`src/rtl/switch_input_port_pkg.sv`:
```
// Shared definitions for the switch input port: bus width, register select codes, status bits.
package switch_input_port_pkg;

  localparam int IO_WIDTH = 16;

  typedef logic [IO_WIDTH-1:0] io_word_t;

  localparam logic [1:0] SWP_DATA = 2'b00;
  localparam logic [1:0] SWP_STAT = 2'b01;
  localparam logic [1:0] SWP_LIVE = 2'b10;

  localparam int VALID   = 0;
  localparam int OVERRUN = 1;

endpackage

```
`src/rtl/switch_input_port_if.sv`:
```
// Board + CPU read bus of the switch input port; master drives board pins and strobes, slave answers.
interface switch_input_port_if;
  import switch_input_port_pkg::*;

  io_word_t   switches;
  logic       confirm_button;
  logic       ior;
  logic       switchctrl;
  logic [1:0] ioaddr;
  io_word_t   ioread_data;
  logic       data_valid;

  modport master (
    output switches, confirm_button, ior, switchctrl, ioaddr,
    input  ioread_data, data_valid
  );

  modport slave (
    input  switches, confirm_button, ior, switchctrl, ioaddr,
    output ioread_data, data_valid
  );

endinterface

```
`src/rtl/switch_input_port_debounce.sv`:
```
// Counter debouncer: dout follows din after DEBOUNCE_CYCLES consecutive differing samples.
// Latency DEBOUNCE_CYCLES cycles; no backpressure, a bounce restarts the count.
module debounce #(
  parameter int DEBOUNCE_CYCLES = 20000,
  parameter int CNT_W           = 15
) (
  input  logic clock,
  input  logic reset,
  input  logic din,
  output logic dout
);

  localparam logic [CNT_W-1:0] LAST = CNT_W'(DEBOUNCE_CYCLES - 1);

  logic [CNT_W-1:0] cnt;

  always_ff @(posedge clock or posedge reset) begin
    if (reset) begin
      cnt  <= '0;
      dout <= 1'b0;
    end else if (din == dout) begin
      cnt <= '0;
    end else if (cnt == LAST) begin
      cnt  <= '0;
      dout <= ~dout;
    end else begin
      cnt <= cnt + CNT_W'(1);
    end
  end

endmodule

```
`src/rtl/switch_input_port.sv`:
```
// Debounced-press capture of board switches with a read/consume register window; press latency 2+DEBOUNCE_CYCLES+1.
// No backpressure: a press while valid is pending overwrites the data and flags overrun.
module switch_input_port
  import switch_input_port_pkg::*;
#(
  parameter int DEBOUNCE_CYCLES = 20000,
  parameter int CNT_W           = 15
) (
  input  logic                clock,
  input  logic                reset,
  switch_input_port_if.slave  bus
);

  logic     btn_meta, btn_sync;
  io_word_t sw_meta, switches_s;
  logic     btn_db, btn_db_d;
  logic     press;
  io_word_t data_reg;
  logic     valid, overrun;
  logic     rd, rd_d, rd_edge;
  logic     data_rd, stat_rd;
  io_word_t stat_word;
  io_word_t rd_data;

  always_ff @(posedge clock or posedge reset) begin
    if (reset) begin
      btn_meta   <= 1'b0;
      btn_sync   <= 1'b0;
      sw_meta    <= '0;
      switches_s <= '0;
    end else begin
      btn_meta   <= bus.confirm_button;
      btn_sync   <= btn_meta;
      sw_meta    <= bus.switches;
      switches_s <= sw_meta;
    end
  end

  debounce #(
    .DEBOUNCE_CYCLES (DEBOUNCE_CYCLES),
    .CNT_W           (CNT_W)
  ) u_debounce (
    .clock (clock),
    .reset (reset),
    .din   (btn_sync),
    .dout  (btn_db)
  );

  assign press   = btn_db & ~btn_db_d;
  assign rd      = bus.ior & bus.switchctrl;
  assign rd_edge = rd & ~rd_d;
  assign data_rd = rd_edge && (bus.ioaddr == SWP_DATA);
  assign stat_rd = rd_edge && (bus.ioaddr == SWP_STAT);

  // A press coinciding with a data read counts as consumed-then-refilled, so no overrun.
  always_ff @(posedge clock or posedge reset) begin
    if (reset) begin
      btn_db_d <= 1'b0;
      rd_d     <= 1'b0;
      data_reg <= '0;
      valid    <= 1'b0;
      overrun  <= 1'b0;
    end else begin
      btn_db_d <= btn_db;
      rd_d     <= rd;
      if (press) begin
        data_reg <= switches_s;
        valid    <= 1'b1;
      end else if (data_rd) begin
        valid <= 1'b0;
      end
      if (press && valid && !data_rd) begin
        overrun <= 1'b1;
      end else if (stat_rd) begin
        overrun <= 1'b0;
      end
    end
  end

  always_comb begin
    stat_word          = '0;
    stat_word[VALID]   = valid;
    stat_word[OVERRUN] = overrun;
  end

  always_comb begin
    rd_data = '0;
    if (rd) begin
      case (bus.ioaddr)
        SWP_DATA: rd_data = data_reg;
        SWP_STAT: rd_data = stat_word;
        SWP_LIVE: rd_data = switches_s;
        default:  rd_data = '0;
      endcase
    end
  end

  assign bus.ioread_data = rd_data;
  assign bus.data_valid  = valid;

endmodule

```
`src/flat_wrapper.sv`:
```
// flat-port wrapper written by rule: the top's interface ports become plain ports
module switch_input_port_flat import switch_input_port_pkg::*;
#(
  parameter int DEBOUNCE_CYCLES = 20000,
  parameter int CNT_W           = 15
)
  (clock, reset, bus_switches, bus_confirm_button, bus_ior, bus_switchctrl, bus_ioaddr, bus_ioread_data, bus_data_valid);
  switch_input_port_if bus_i ();
  input  logic clock;
  input  logic reset;
  input wire logic [$bits(bus_i.switches)-1:0] bus_switches;
  input wire logic [$bits(bus_i.confirm_button)-1:0] bus_confirm_button;
  input wire logic [$bits(bus_i.ior)-1:0] bus_ior;
  input wire logic [$bits(bus_i.switchctrl)-1:0] bus_switchctrl;
  input wire logic [$bits(bus_i.ioaddr)-1:0] bus_ioaddr;
  output wire logic [$bits(bus_i.ioread_data)-1:0] bus_ioread_data;
  output wire logic [$bits(bus_i.data_valid)-1:0] bus_data_valid;
  assign bus_i.switches = bus_switches;
  assign bus_i.confirm_button = bus_confirm_button;
  assign bus_i.ior = bus_ior;
  assign bus_i.switchctrl = bus_switchctrl;
  assign bus_i.ioaddr = bus_ioaddr;
  assign bus_ioread_data = bus_i.ioread_data;
  assign bus_data_valid = bus_i.data_valid;
  switch_input_port #(.DEBOUNCE_CYCLES(DEBOUNCE_CYCLES), .CNT_W(CNT_W)) u_core (.clock(clock), .reset(reset), .bus(bus_i));
endmodule
```
`config.mk`:
```
export PLATFORM = sky130hd
export DESIGN_NAME = switch_input_port_flat
export DESIGN_NICKNAME = d
export VERILOG_FILES = /design/src/rtl/switch_input_port_pkg.sv /design/src/rtl/switch_input_port_if.sv /design/src/rtl/switch_input_port_debounce.sv /design/src/rtl/switch_input_port.sv /design/src/flat_wrapper.sv
export SDC_FILE = /design/constraint.sdc
export NUM_CORES = 1
export LEC_CHECK = 0
export BUFFER_PORTS_ARGS = -buffer_cell sky130_fd_sc_hd__buf_4
export CAP_MARGIN = 10
export CORE_MARGIN = 2
export CORE_UTILIZATION = 44
export DETAILED_ROUTE_END_ITERATION = 12
export PLACE_DENSITY_LB_ADDON = 0.1
export SKIP_LAST_GASP = 1
export SYNTH_ARGS = -nofsm -noshare
export SYNTH_HDL_FRONTEND = slang
export SYNTH_SLANG_ARGS = --single-unit
```
`constraint.sdc`:
```
create_clock -name clock -period 2.5 [get_ports clock]
set_input_delay 0.5 -clock clock [delete_from_list [all_inputs] [get_ports clock]]
set_output_delay 0.5 -clock clock [all_outputs]
set_load 0.005 [all_outputs]
```
==> results.sh, run 1 <==
export IMPL_rsz0062_at_grt="false"
export IMPL_setup_viol=0
export IMPL_cts_clk_slew_worst_paths_ps=70
export IMPL_crit_chain="buf_4, nand3b_1, nor2_1, buf_4"
export IMPL_ctsHoldBuffers=0
export IMPL_overflow=0
export IMPL_holdWs_ps=229
export IMPL_slowest_delay_ps=500
export IMPL_finalClockSkew_ps=5.83
export IMPL_critPathSlowestCell="nand3b_1"
export IMPL_cts_tree="yes"
export IMPL_hold_violations=0
export IMPL_clkLatencyLatePin_ps=330
export IMPL_drc=0
export IMPL_critical_path_top_delay_family="simple AND/OR/NAND/NOR gates"
export IMPL_vias=1673
export IMPL_chipHeight_um=81.8
export IMPL_placementRows=28
export IMPL_post_cts_buffers=0
export IMPL_ctsRootBufferMaster="clkbuf_8"
export IMPL_synth_cell_types=31
export IMPL_grt_pass1_wl_um=7530
export IMPL_ys_seq_elements=70
export IMPL_yosys_area_top_type="dfrtp_1"
export IMPL_reg2reg_from="u_core.u_debounce.cnt[0]$_DFF_PP0_"
export IMPL_syn_num_nets=254
export IMPL_die_w_um=81.8
export IMPL_fin_tns_setup_ps=0
export IMPL_nets=296
export IMPL_gp_congestion=0.778
export IMPL_core_area_um2=5890
export IMPL_status="completed"
export IMPL_ctsResizeCount=0
export IMPL_design_portCount=40
export IMPL_drive_gt1_frac=0.211
export IMPL_clk_path_buf_depth=2
export IMPL_routedWlPerCell_um=12.9
export IMPL_cts_buffers=9
export IMPL_hpwl_um=2870
export IMPL_p_total_mw=2.16
export IMPL_synth_edf_count=0
export IMPL_power_leakage_nw=1.62
export IMPL_netlist_area_leader_share=0.657
export IMPL_critPathCaptureType="output port"
export IMPL_synth_common_cells="dfrtp_1 (70), nand2_1 (51), nor2_1 (33)"
export IMPL_async_reset_ff_frac=1.00
export IMPL_yosysMostFrequentCell="dfrtp_1"
export IMPL_ant_nets=0
export IMPL_grt_usage=0.155
export IMPL_die_area_um2=6700
export IMPL_htree_num_levels=3
export IMPL_max_cap_viol_count=0
export IMPL_area_growth_pct=20.6
export IMPL_grt_max_degree=71
export IMPL_crit_type="input port to output port"
export IMPL_period_minus_slack_ps=2070
export IMPL_ys_top_cells_by_area="dfrtp_1 (66%), nand2_1 (7.2%), mux2i_1 (6.0%), nor2_1 (4.6%), xor2_1 (3.9%)"
export IMPL_yosys_warnings=0
export IMPL_firstDrtPassIters=4
export IMPL_worst_path_most_repeated_cell="buf_4"
export IMPL_ir_drop_mv=0.438
export IMPL_slew_violations=0
export IMPL_crit_fanout=15
export IMPL_dr_first_iter_drc_count=76
export IMPL_netlist_instances=230
export IMPL_cts_sinks=70
export IMPL_critPathLaunchType="input port"
export IMPL_grt_pass1_vias=1551
export IMPL_max_freq_ghz=0.483
export IMPL_worst_slew_pin_slew_ps=645
export IMPL_diodes=0
export IMPL_max_slew_margin=0.570
export IMPL_crit_buf_inv=2
export IMPL_antenna_found_initial=0
export IMPL_cp_required_ps=2000
export IMPL_fill_cells=528
export IMPL_syn_avg_cell_area_um2=11.6
export IMPL_crit_start="bus_ioaddr[0]"
export IMPL_fin_crit_sh=0.828
export IMPL_drt_total_wl_um=4520
export IMPL_vias_per_cell=4.78
export IMPL_hp_class="input port to async pin"
export IMPL_numPortBuffers=39
export IMPL_synth_ff_type="dfrtp_1"
export IMPL_cellPowerDensity_nw_per_um2=672
export IMPL_seq_area_frac_synth=0.657
export IMPL_start_util=0.453
export IMPL_syn_area_um2=2670
export IMPL_worst_endpoint_arrival_ps=1570
-- worst min-delay path, cell delays in order --
cell	delay, ps
buf_4	110
inv_2	50
buf_12	300
-- area by class of cell --
cell class	instances	area, um2	share of cell area
clock buffers	13	159	0.0494
repair buffers	41	320	0.0996
inverters	3	11.3	0.00350
well taps	75	93.8	0.0292
flip-flops and latches	70	1750	0.545
clock inverters	1	30.0	0.00934
multi-input cells	147	850	0.264
-- metrics by stage --
step | cell area, um2 | utilization | std cells | worst slack, ps
global route | 3220 | 0.546 | 350 | 295
CTS | 3220 | 0.546 | 350 | 341
detailed placement | 3030 | 0.514 | 336 | 338
floorplan | 2670 | - | 230 | 232
finish | 3220 | 0.546 | 350 | 431
global placement | 3030 | 0.514 | 336 | 372
-- layer usage --
| metal | wire length (um) | up-vias | GRT usage |
|---|---|---|---|
| met5 | 0 | - | 0 |
| met4 | 101 | 0 | 0.0900 |
| met3 | 149 | 11 | 0.0363 |
| met2 | 2090 | 25 | 0.212 |
| met1 | 2180 | 809 | 0.223 |
| li1 | - | 828 | - |
-- logic make-up (layout without fill, tap and decap cells) --
group / Yosys count / after routing / synth area share
simple gates: 109 / 109 / 0.188
flops: 70 / 70 / 0.657
mux: 17 / 17 / 0.0657
xor+xnor: 14 / 14 / 0.0460
buf+inv: 13 / 58 / 0.0244
compound gates: 6 / 6 / 0.0141
fa+ha+maj: 1 / 1 / 0.00469
-- cells in the final DEF, fill, tap and decap left out, types with 2 or more instances in the layout --
master and instances:
a21oi_1 3, nor2b_1 2, dfrtp_1 70, clkbuf_8 11, mux2i_1 16, and4_1 4, inv_1 2, nand4_1 5
xor2_1 12, buf_4 40, clkbuf_1 2, nand2_1 51, nand3_1 5, xnor2_1 2, nor2_1 33
-- power breakdown --
part	switching (mW)	internal [mW]	leakage (nW)	total, mW
clock network	0.375	0.506	0.0956	0.881
registers	0.0148	1.17	0.896	1.18
logic	0.0523	0.0466	0.629	0.0990
-- final timing paths --
path,end,slack (ps),cells after the start
max in group asynchronous,u_core.u_debounce.cnt[4]$_DFF_PP0_,1960,3
hold / removal,u_core.switches_s[15]$_DFF_PP0_,230,3
setup / recovery,bus_ioread_data[12],430,4
setup reg to reg,u_core.u_debounce.cnt[7]$_DFF_PP0_,880,5
hold reg to reg,u_core.switches_s[14]$_DFF_PP0_,350,0
min in group clock,u_core.sw_meta[15]$_DFF_PP0_,270,1
No activity file was read; power rests on OpenSTA's default activity.
==> inputs of run 2 (changes only) <==
- clock period: 2.5 -> 1.9 ns (I/O delays scaled with it)
==> run 2 against run 1 <==
Net effect: cell count increased by 1.1%; critical path depth increased by 1; critical endpoint is now bus_ioread_data[0]; die area stayed put; first-iteration DRC count unchanged; via count grew 1.3%.
==> results.sh, run 2 (synthesis gave the netlist of run 1 again) <==
export IMPL_status="completed"
export IMPL_start_util=0.453
export IMPL_cts_sinks=70
export IMPL_place_ws_ps=302
export IMPL_overflow=0
export IMPL_hp_class="input port to async pin"
export IMPL_max_slew_margin=0.532
export IMPL_worst_path_most_repeated_cell="nor2_1"
export IMPL_crit_fanout=5
export IMPL_crit_type="flip-flop to output port"
export IMPL_clk_path_buf_depth=2
export IMPL_period_minus_slack_ps=1640
export IMPL_final_cell_mix="dfrtp_1 (70), nand2_1 (51), buf_4 (42)"
export IMPL_fin_crit_sh=0.861
export IMPL_slew_violations=0
export IMPL_layout_commonest_cell="dfrtp_1"
export IMPL_vias_per_cell=4.79
export IMPL_critPathLaunchType="flip-flop"
export IMPL_dr_first_iter_drc_count=76
export IMPL_place_area_um2=3050
export IMPL_drc=0
export IMPL_ctsResizeCount=0
export IMPL_finalWorstSetupSlack_ps=264
export IMPL_drt_total_wl_um=4550
export IMPL_critical_path_top_delay_family="flip-flops"
export IMPL_grt_max_degree=71
export IMPL_vias=1695
export IMPL_holdWs_ps=133
export IMPL_setup_viol=0
export IMPL_hpwl_um=2920
export IMPL_worst_slew_pin_slew_ps=702
export IMPL_diodes=0
export IMPL_numPlacedInstances=338
export IMPL_numPortBuffers=39
export IMPL_ir_drop_mv=0.581
export IMPL_grt_pass1_wl_um=7400
export IMPL_critPathCaptureType="output port"
export IMPL_ant_nets=0
export IMPL_ctsHoldBuffers=0
export IMPL_cellPowerDensity_nw_per_um2=919
export IMPL_cp_required_ps=1520
export IMPL_power_leakage_nw=1.65
export IMPL_gr_usage_met3=0.0440
export IMPL_drive_gt1_frac=0.229
export IMPL_ctsRootBufferMaster="clkbuf_8"
export IMPL_final_core_util=0.555
export IMPL_grt_usage=0.153
export IMPL_p_total_mw=3.00
export IMPL_gp_congestion=0.729
export IMPL_core_area_um2=5890
export IMPL_rsz0062_at_grt="false"
export IMPL_nets=298
export IMPL_crit_buf_inv=1
export IMPL_area_growth_pct=22.5
export IMPL_post_layout_nonfiller_instances=354
export IMPL_crit_chain="mux2i_1, nor2_1, a21oi_1, nor2_1, buf_4"
export IMPL_firstDrtPassIters=4
export IMPL_max_freq_ghz=0.611
export IMPL_die_area_um2=6700
export IMPL_grt_pass1_vias=1590
export IMPL_finalClockSkew_ps=6.15
export IMPL_cts_tree="yes"
export IMPL_hold_violations=0
export IMPL_fin_tns_setup_ps=0
export IMPL_grt_use_met1=0.200
export IMPL_worst_endpoint_arrival_ps=1260
export IMPL_post_cts_buffers=0
export IMPL_routedWlPerCell_um=12.9
export IMPL_max_cap_viol_count=0
export IMPL_chipHeight_um=81.8
export IMPL_grt_busiest_layer="met2"
export IMPL_placementRows=28
export IMPL_stdcell_area_um2=3270
export IMPL_critPathSlowestCell="dfrtp_1"
export IMPL_antenna_found_initial=0
export IMPL_slowest_delay_ps=420
export IMPL_design_portCount=40
export IMPL_clkLatencyLatePin_ps=340
export IMPL_htree_num_levels=3
export IMPL_cts_clk_slew_worst_paths_ps=70
export IMPL_cts_buffers=9
export IMPL_met2_usage=0.226
export IMPL_die_w_um=81.8
[run 2: cell types whose count changed in the layout (fill, tap and decap cells not counted), sizes merged]
cell	change
clkinv	+3
buf	+2
bufinv	+1
clkbuf	-3
clkinvlp	+1
[run 2: area by class of cell]
cell class              count  area [um2]
clock buffers              10         138
clock inverters             6        83.8
fillers                   521        2620
inverters                   3        15.0
multi-input cells         147         850
flip-flops and latches     70        1750
well taps                  75        93.8
repair buffers             43         335
[run 2: worst paths after layout]
check	from	endpoint	slack, ps	cells after the start
max in group asynchronous	reset	u_core.btn_meta$_DFF_PP0_	1490	3
min reg2reg	u_core.sw_meta[14]$_DFF_PP0_	u_core.switches_s[14]$_DFF_PP0_	350	0
min in group clock	bus_switches[15]	u_core.sw_meta[15]$_DFF_PP0_	140	1
min	reset	u_core.u_debounce.cnt[12]$_DFF_PP0_	130	3
max reg2reg	u_core.u_debounce.cnt[0]$_DFF_PP0_	u_core.u_debounce.cnt[3]$_DFF_PP0_	320	5
max	u_core.bus.data_valid$_DFFE_PP0P_	bus_ioread_data[0]	260	5
[run 2: metal layers]
metal / share of wire / wire, um
met3: 0.047 / 215
met5: 0 / 0
met4: 0.018 / 80
met1: 0.47 / 2150
met2: 0.46 / 2110
[run 2: tightest hold or removal path, delay by kind of cell]
family | cells | cell delay, ps
buf+inv | 3 | 490
[run 2: power breakdown]
group,total [mW],leakage [nW],switching [mW],internal (mW)
Clock,1.32,0.116,0.545,0.772
Sequential,1.55,0.896,0.0193,1.53
Combinational,0.133,0.633,0.0695,0.0638
Total,3.00,1.65,0.634,2.37
